$ cat config.mk
export PLATFORM = sky130hd
export DESIGN_NAME = lut_neuron_array_seq
export DESIGN_NICKNAME = d
export VERILOG_FILES = /design/src/rtl/lut_neuron_array_seq.sv
export SDC_FILE = /design/constraint.sdc
export NUM_CORES = 1
export LEC_CHECK = 0
export CAP_MARGIN = 20
export CELL_PAD_IN_SITES_DETAIL_PLACEMENT = 0
export CELL_PAD_IN_SITES_GLOBAL_PLACEMENT = 2
export CORE_MARGIN = 2
export CORE_UTILIZATION = 41
export DETAILED_ROUTE_END_ITERATION = 8
export MAX_ROUTING_LAYER = met4
export PLACE_DENSITY_LB_ADDON = 0.1
export SETUP_SLACK_MARGIN = 0.02
export SLEW_MARGIN = 10
export SYNTH_ARGS = -nofsm -noshare
export SYNTH_HDL_FRONTEND = slang
export SYNTH_SLANG_ARGS = --single-unit
$ cat constraint.sdc
create_clock -name clk -period 1.6 [get_ports clk]
set_input_delay 0.16 -clock clk [delete_from_list [all_inputs] [get_ports clk]]
set_output_delay 0.16 -clock clk [all_outputs]
set_load 0.02 [all_outputs]
$ cat src/rtl/lut_neuron_array_seq.sv
// -----------------------------------------------------------------------------
// lut_neuron_array_seq
//
// Array of N_NEURONS independent LUT neurons. Each neuron owns a truth table
// of 2^IN_BITS entries of OUT_BITS bits that is loaded at runtime through the
// cfg_* port. Lookups flow as a valid/ready stream through one output register.
//
// Ports:
//   clk, rst          : rising-edge clock, asynchronous active-high reset
//   cfg_valid/ready   : table-entry write handshake (accepted in EMPTY/LOAD)
//   cfg_neuron/addr   : target neuron and table entry
//   cfg_data          : entry value
//   cfg_commit        : one-cycle pulse ending the load, enters RUN
//   in_valid/ready    : input vector handshake (accepted in RUN only)
//   in_data           : neuron n address = in_data[n*IN_BITS +: IN_BITS]
//   out_valid/ready   : output vector handshake
//   out_data          : neuron n result = out_data[n*OUT_BITS +: OUT_BITS]
//   state_o           : 0 EMPTY, 1 LOAD, 2 RUN, 3 DRAIN
//   wr_count          : accepted writes since last entry to LOAD (saturating)
//
// Table storage is deliberately not reset: after reset the array sits in EMPTY
// and a commit is required before lookups run, so stale contents are only
// used if the controller explicitly re-commits them.
// -----------------------------------------------------------------------------
module lut_neuron_array_seq #(
    parameter int IN_BITS   = 6,
    parameter int OUT_BITS  = 2,
    parameter int N_NEURONS = 4,
    parameter int NID_W     = 2
) (
    input  logic                          clk,
    input  logic                          rst,
    input  logic                          cfg_valid,
    output logic                          cfg_ready,
    input  logic [NID_W-1:0]              cfg_neuron,
    input  logic [IN_BITS-1:0]            cfg_addr,
    input  logic [OUT_BITS-1:0]           cfg_data,
    input  logic                          cfg_commit,
    input  logic                          in_valid,
    output logic                          in_ready,
    input  logic [N_NEURONS*IN_BITS-1:0]  in_data,
    output logic                          out_valid,
    input  logic                          out_ready,
    output logic [N_NEURONS*OUT_BITS-1:0] out_data,
    output logic [1:0]                    state_o,
    output logic [15:0]                   wr_count
);

    localparam int DEPTH = 2 ** IN_BITS;

    typedef enum logic [1:0] {
        ST_EMPTY = 2'd0,
        ST_LOAD  = 2'd1,
        ST_RUN   = 2'd2,
        ST_DRAIN = 2'd3
    } state_t;

    state_t                          state_r;
    state_t                          state_nxt_s;
    logic                            cfg_ready_s;
    logic                            in_ready_s;
    logic                            cfg_acc_s;
    logic                            in_acc_s;
    logic                            out_valid_r;
    logic [N_NEURONS*OUT_BITS-1:0]   out_data_r;
    logic [N_NEURONS*OUT_BITS-1:0]   lookup_s;
    logic [15:0]                     wr_count_r;

    assign cfg_acc_s = cfg_valid && cfg_ready_s;
    assign in_acc_s  = in_valid && in_ready_s;

    assign cfg_ready = cfg_ready_s;
    assign in_ready  = in_ready_s;
    assign out_valid = out_valid_r;
    assign out_data  = out_data_r;
    assign state_o   = state_r;
    assign wr_count  = wr_count_r;

    // State register.
    always_ff @(posedge clk or posedge rst) begin
        if (rst) begin
            state_r <= ST_EMPTY;
        end else begin
            state_r <= state_nxt_s;
        end
    end

    // Next-state and handshake-ready decode.
    always_comb begin
        state_nxt_s = state_r;
        cfg_ready_s = 1'b0;
        in_ready_s  = 1'b0;
        case (state_r)
            ST_EMPTY: begin
                cfg_ready_s = 1'b1;
                // Commit wins over a same-cycle write; the write is still stored.
                if (cfg_commit) begin
                    state_nxt_s = ST_RUN;
                end else if (cfg_valid) begin
                    state_nxt_s = ST_LOAD;
                end else begin
                    state_nxt_s = ST_EMPTY;
                end
            end
            ST_LOAD: begin
                cfg_ready_s = 1'b1;
                if (cfg_commit) begin
                    state_nxt_s = ST_RUN;
                end else begin
                    state_nxt_s = ST_LOAD;
                end
            end
            ST_RUN: begin
                in_ready_s = !out_valid_r || out_ready;
                // A reconfiguration request stops intake; the write itself is
                // only accepted once the array is back in LOAD.
                if (cfg_valid) begin
                    state_nxt_s = ST_DRAIN;
                end else begin
                    state_nxt_s = ST_RUN;
                end
            end
            ST_DRAIN: begin
                if (!out_valid_r) begin
                    state_nxt_s = ST_LOAD;
                end else begin
                    state_nxt_s = ST_DRAIN;
                end
            end
            default: begin
                state_nxt_s = ST_EMPTY;
            end
        endcase
    end

    // Write counter: restarts on every entry into LOAD, saturates at all-ones.
    always_ff @(posedge clk or posedge rst) begin
        if (rst) begin
            wr_count_r <= 16'd0;
        end else if ((state_r == ST_DRAIN) && (state_nxt_s == ST_LOAD)) begin
            wr_count_r <= 16'd0;
        end else if (cfg_acc_s) begin
            if (state_r == ST_EMPTY) begin
                wr_count_r <= 16'd1;
            end else if (wr_count_r != 16'hFFFF) begin
                wr_count_r <= wr_count_r + 16'd1;
            end else begin
                wr_count_r <= wr_count_r;
            end
        end else begin
            wr_count_r <= wr_count_r;
        end
    end

    // One distributed RAM per neuron. Writes addressed to a neuron index at or
    // beyond N_NEURONS match no RAM and are silently dropped.
    for (genvar n = 0; n < N_NEURONS; n++) begin : g_neuron
        logic [OUT_BITS-1:0] mem_r [0:DEPTH-1];

        // Table write port (only reachable in EMPTY/LOAD, never during lookups).
        always_ff @(posedge clk) begin
            if (cfg_acc_s && (cfg_neuron == NID_W'(n))) begin
                mem_r[cfg_addr] <= cfg_data;
            end
        end

        assign lookup_s[n*OUT_BITS +: OUT_BITS] = mem_r[in_data[n*IN_BITS +: IN_BITS]];
    end

    // Output register: load on accept, drop valid on a consume with no accept,
    // otherwise hold (covers backpressure).
    always_ff @(posedge clk or posedge rst) begin
        if (rst) begin
            out_valid_r <= 1'b0;
            out_data_r  <= '0;
        end else if (in_acc_s) begin
            out_valid_r <= 1'b1;
            out_data_r  <= lookup_s;
        end else if (out_ready) begin
            out_valid_r <= 1'b0;
            out_data_r  <= out_data_r;
        end else begin
            out_valid_r <= out_valid_r;
            out_data_r  <= out_data_r;
        end
    end

endmodule

# ---- Word level (Yosys, flattened, before mapping)
# Memory sizes are Yosys's and may differ from the RTL's. A register that Yosys moved wholly into a read port is not among the register bits.
# Cells that the tools add are included.
dict set report op_classes {
  add_sub_neg 1
  eq_ne 8
  n_mux 22
  n_reduce_logical 16
}
# operator n
set ops {}
lappend ops {{two-way mux 16 bit} 4}
lappend ops {{adder 16 x 1 -> 16 bit, second input constant} 1}
lappend ops {{!= test 16 bit, second input constant} 1}
lappend ops {{two-way mux 1 bit} 14}
lappend ops {{equality test 2 bit, second input constant} 4}
lappend ops {{case mux 2 bit (4 select lines)} 1}
lappend ops {{logical AND 1 bit} 7}
lappend ops {{equality test 2 x 1 -> 1 bit, second input constant} 3}
lappend ops {{two-way mux 2 bit} 3}
lappend ops {{zero test 2 bit} 2}
lappend ops {{nonzero test 2 bit} 2}
lappend ops {{nonzero test 3 bit} 1}
lappend ops {{AND reduction 2 bit} 1}
lappend ops {{OR reduction 2 bit} 1}
lappend ops {{zero test 1 bit} 1}
lappend ops {{logical OR 1 bit} 1}
dict set report totals {
  reg_bits 19
  ramBits 512
  inputBits 40
  output_inout_bits 29
  word_cells 54
  n_memories 4
}
# name depth word_bits read_ports rd_clocked_by_memory_dff write_ports line
set memory_table {}
lappend memory_table {{g_neuron[0].mem_r} 64 2 1 1 1 158} ;# logic [OUT_BITS-1:0] mem_r [0:DEPTH-1];
lappend memory_table {{g_neuron[1].mem_r} 64 2 1 1 1 158}
lappend memory_table {{g_neuron[2].mem_r} 64 2 1 1 1 158}
lappend memory_table {{g_neuron[3].mem_r} 64 2 1 1 1 158}

# ---- Logic depth before layout (Yosys ltp)
dict set report logic_depth {
  word_depth 7
  ltp_mapped 8
  mapped_depth_nobuf 7
}

# ---- Least setup slack after synthesis
# Ideal clock, no wire load.
dict set report synth_timing {
  path_kind {reg2reg}
  from {reg state_r[1], in the netlist state_o[1]}
  to {reg out_data_r[7], in the netlist out_data[7], read port of g_neuron[3].mem_r}
  setup_time_ns 0.104
  arrival_time_ns 2.121
  t_required_ns 1.496
  slack_ns -0.625
  path_stages_with_launch 6
  path_buffers 1
  synth_period_minus_slack_ns 2.225
  path_cell_list {dfrtp_1 inv_1 nor3_1 nand2_1 clkbuf_1 o311ai_1}
}
dict set report synth_between {
  elab_chain_cells 3
}
# element line
set synth_lines {}
lappend synth_lines {{from (decl)} 58} ;# state_t state_r;
lappend synth_lines {{from (signal assigned)} 84} ;# state_r <= state_nxt_s;
lappend synth_lines {{equality test 2 bit} 93} ;# case (state_r)
lappend synth_lines {{two-way mux 1 bit} 93}
lappend synth_lines {{via in_ready} 40} ;# output logic in_ready,
lappend synth_lines {{logical AND 1 bit} 70} ;# assign in_acc_s = in_valid && in_ready_s;
lappend synth_lines {{to (decl)} 65} ;# logic [N_NEURONS*OUT_BITS-1:0] out_data_r;
# The timed path passes the listed nets, and every way through them passes these cells.
# A chain may end at the register's enable or synchronous reset.

# ---- Worst setup path in the final report
dict set report layout_timing {
  from {reg state_r[1], in the netlist state_o[1]}
  to {mem g_neuron[0].mem_r[16][1] (enable)}
}
dict set report layout_between {
  elab_chain_cells 7
  word_cells_on_any_way 8
  cone_classes {1 x eq/ne; 3 x mux; 4 x reduce/logical}
}
# element line
set layout_lines {}
lappend layout_lines {{equality test 2 x 1 -> 1 bit or zero test 2 bit (tied branches)} 93}
lappend layout_lines {{OR reduction 2 bit (no source line) (*)} --}
lappend layout_lines {{two-way mux 1 bit (*)} 93}
lappend layout_lines {{logical AND 1 bit (*)} 69} ;# assign cfg_acc_s = cfg_valid && cfg_ready_s;
lappend layout_lines {{logical AND 1 bit (*)} 162} ;# if (cfg_acc_s && (cfg_neuron == NID_W'(n))) begin
lappend layout_lines {{two-way mux 1 bit (*)} 162}
lappend layout_lines {{two-way mux 1 bit (implied by the code) (*)} 163} ;# mem_r[cfg_addr] <= cfg_data;
lappend layout_lines {{to (decl)} 158}
# Mark *: on every way between the ends. The rest lies on a longest branch, timed or not.

==> results by group <==
Outcome
  • Status: finished, violations left
  • Failing checks: setup timing

STA
  • Slew headroom: 51.3%
  • Setup ws final: -0.217 ns
  • Slew Limit Fails: 0
  • RSZ-0062 raised after global routing: yes
  • Fmax: 550 MHz
  • Endpoints failing setup: 488
  • Worst Max-Slew Pin Slew: 0.728 ns
  • Fin crit share: 114%
  • Hold Fails Final Rpt: 0
  • Minimum clock period: 1.82 ns
  • Clock skew: 0.0156 ns

Run
  • MaxCap Viol Count: 0

Synth
  • Synthesized instance count: 1507
  • EDFF count, synth: 512
  • Mapped cell area: 22800 um^2
  • Yosys reg bits: 539
  • Syn avg cell area: 15.1 um^2
  • Syn Nets: 1548
  • Top FF cell, synth: edfxtp_1
  • Register area share after synthesis: 70.4%
  • Asr flop ratio synth: 5.01%
  • Yosys warning count: 0
  • Post-synthesis cell type count: 51

Finish
  • Post-Route Utilization: 57.6%
  • Total Nets Final: 1938
  • Most common cell after layout, fill and taps aside: edfxtp_1
  • Antenna diodes: 0
  • Share of post-route cells with drive strength above 1: 42.4%
  • Fillers: 4403
  • Area growth from synthesis to layout: 39.1%
  • Commonest non-fill, non-tap cells in the layout: 512 x edfxtp_1, 255 x buf_4, 247 x nor2_4, 184 x mux2i_1, 95 x nand2_1
  • Finished Layout Cells: 2691

Route
  • Iter 0 DRT Violations: 1066
  • Total number of vias: 14230
  • Drt first pass iters: 5
  • WL final: 67400 um
  • Routed len/inst: 25.1 um
  • Detail Route Antenna Nets: 0
  • DRC: 0
  • Vias per cell: 5.29

Setup path
  • Critical Path RT: 1.93 ns
  • Worst-case reg-to-reg path depth: 5
  • FF-to-FF setup slack: -0.22 ns
  • Critical path arrival: 2.15 ns
  • Reg2Reg Capture Point: g_neuron[0].mem_r[16][1]$_DFFE_PP_
  • Critical Path Fanout Max: 7
  • Worst Setup Start Kind: flip-flop
  • Type of the worst setup path: reg -> reg
  • Worst R2R Start: state_o[1]$_DFF_PP0_
  • Setup crit end kind: flip-flop

Clocking
  • TritonCTS buffer count: 57
  • CTS tree: built
  • Clock Path Buffers: 3
  • H-tree Lvls: 2
  • CTS root buf: clkbuf_16
  • # clock sinks: 539
  • Clock-pin slew on the worst setup and hold paths: 0.06 ns
  • Clk Latency, worst-skew pair: 0.62 ns

GRT
  • Global route overflow: 0
  • First-pass GRT wire length: 97100 um
  • GR Util All Layers: 24.4%
  • Initial antenna violation count: 0
  • Vias in the first global route: 14820
  • Most used routing layer: met2
  • Largest net degree at the start of global routing: 75
  • GRT met2 Usage: 38.8%
  • M3 GR Usage: 4.55%
  • Grt met1 use: 32.1%

Place
  • RePlAce Congestion: 0.857
  • Port Buffer Count: 68
  • DP Cell Count: 2542
  • Post-DP HPWL: 45200 um
  • Placement Setup Slack: -0.796 ns

Power and ir drop
  • Tot Pwr: 34000 uW
  • Peak supply drop: 0.802 mV
  • Pwr Density: 1070 nW/um^2
  • Lkg Pwr: 0.0106 uW

Hold path
  • Endpoint, Worst Hold: g_neuron[3].mem_r[8][1]$_DFFE_PP_
  • Hold path cells: 1
  • Type of the worst min-delay path: in -> reg
  • Min-Delay Startpoint: cfg_data[1]

Die
  • Chip height: 240 um
  • Initial cell density of the core: 41.4%
  • Core area: 55100 um^2
  • Die X-Extent: 240 um
  • Die area: 57500 um^2
  • Ports: 69
  • Placement Rows: 86
==> cells in the mapped netlist, types with 2 or more instances <==
cell | number | area share (%)
mux2_2 | 8 | 0.39
nand2b_1 | 6 | 0.16
edfxtp_1 | 512 | 67
nor2_1 | 284 | 4.7
buf_4 | 19 | 0.63
nand2_1 | 104 | 1.7
a21oi_1 | 4 | 0.088
a22o_1 | 24 | 0.92
o211ai_1 | 9 | 0.30
buf_2 | 11 | 0.24
mux4_1 | 8 | 0.92
and2_1 | 6 | 0.16
a2111oi_0 | 2 | 0.077
and4_1 | 2 | 0.077
nand4_1 | 5 | 0.14
a22oi_1 | 48 | 1.6
xnor2_1 | 2 | 0.077
o21ai_0 | 3 | 0.066
clkbuf_1 | 48 | 0.79
dfrtp_1 | 27 | 3.0
and3b_1 | 4 | 0.15
nand3_1 | 7 | 0.15
buf_1 | 7 | 0.12
nor2b_1 | 17 | 0.47
o311a_1 | 8 | 0.35
and3_1 | 2 | 0.055
a2111oi_2 | 6 | 0.39
nor3b_1 | 6 | 0.20
nand4b_1 | 8 | 0.31
inv_1 | 4 | 0.066
a31oi_1 | 9 | 0.25
o311ai_1 | 8 | 0.31
mux4_2 | 32 | 3.2
nor3_1 | 20 | 0.44
a221oi_1 | 8 | 0.31
nor4_1 | 8 | 0.22
xor2_1 | 11 | 0.42
mux2i_1 | 184 | 8.1
a221o_1 | 8 | 0.35
buf_6 | 7 | 0.35
==> critical path: stages, from the launching register on <==
cell and delay, ns:
dfrtp_2 0.46, inv_4 0.10, nand2_4 0.06, or3_4 0.47
bufbuf_16 0.34, nor2_4 0.10
==> cell families (layout without fill, tap and decap cells) <==
group           after synthesis  in the layout  synth area share, %
compound gates              142            142                 5.18
xor+xnor                     13             13                0.499
fa+ha+maj                     1              1               0.0548
buf+inv                      97            533                 2.25
flops                       539            539                 70.4
mux                         232            232                 12.5
simple gates                483            483                 9.10
==> report_power, final <==
| part | switching (uW) | internal [uW] | leakage, uW |
|---|---|---|---|
| registers | 172 | 15600 | 0.00494 |
| logic | 2630 | 2130 | 0.00481 |
| clock network | 5440 | 7960 | 0.000903 |
==> how the worst max path moves through the flow <==
| stage | slack [ns] | to | start | cells after the start |
|---|---|---|---|---|
| 4_1_cts | -0.21 | g_neuron[0].mem_r[12][1]$_DFFE_PP_ | state_o[1]$_DFF_PP0_ | 5 |
| 6_report | -0.22 | g_neuron[0].mem_r[16][1]$_DFFE_PP_ | state_o[1]$_DFF_PP0_ | 5 |
| 3_3_place_gp | -0.78 | out_data[4]$_DFFE_PP0P_ | in_data[12] | 7 |
| 2_1_floorplan | -0.17 | g_neuron[0].mem_r[13][0]$_DFFE_PP_ | state_o[1]$_DFF_PP0_ | 6 |
| 5_1_grt | -0.26 | wr_count[6]$_DFFE_PP0P_ | state_o[0]$_DFF_PP0_ | 8 |
| 3_5_place_dp | -0.80 | out_data[5]$_DFFE_PP0P_ | in_data[12] | 6 |
==> through the flow <==
stage               cell area, um^2  TNS [ns]  hold WS [ns]
global route                  31700    -55.47        0.0102
finish                        31700    -37.73       0.00816
detailed placement            27100   -240.01         0.522
floorplan                     23200    -28.76         0.212
global placement              27100   -227.19         0.503
CTS                           31300    -51.10       0.00286
==> sequential cells by signal, summed over array words and instances (netlist names) <==
| register | flops |
|---|---|
| out_data | 8 |
| g_neuron.mem_r | 512 |
| wr_count | 16 |
| out_valid | 1 |
| state_o | 2 |
==> area by class of cell <==
type	count	area [um^2]	area share (%)
Clock buffer	68	1470	4.63
Inverter	4	17.5	0.0552
Tap cell	748	936	2.95
Timing Repair Buffer	424	4370	13.8
Sequential cell	539	16100	50.7
Multi-Input combinational cell	871	8440	26.6
Clock inverter	37	418	1.32
==> what timing repair did <==
action	4_1_cts	5_1_grt
setup endpoints to repair	552	543
gates cloned	21	3
endpoints found under the hold margin	58	0
pin swaps	96	86
resized for setup	516	146
hold buffers	2	0
setup buffers	25	18
==> per-layer routing <==
layer	vias to the layer above	wire length, um	part of all wire [%]
met5	-	0	0
met4	0	1930	2.9
met3	106	3340	5.0
met2	324	32700	49
met1	7224	29400	44
li1	6576	-	-
Note: power is estimated with default switching activity, not from simulation.
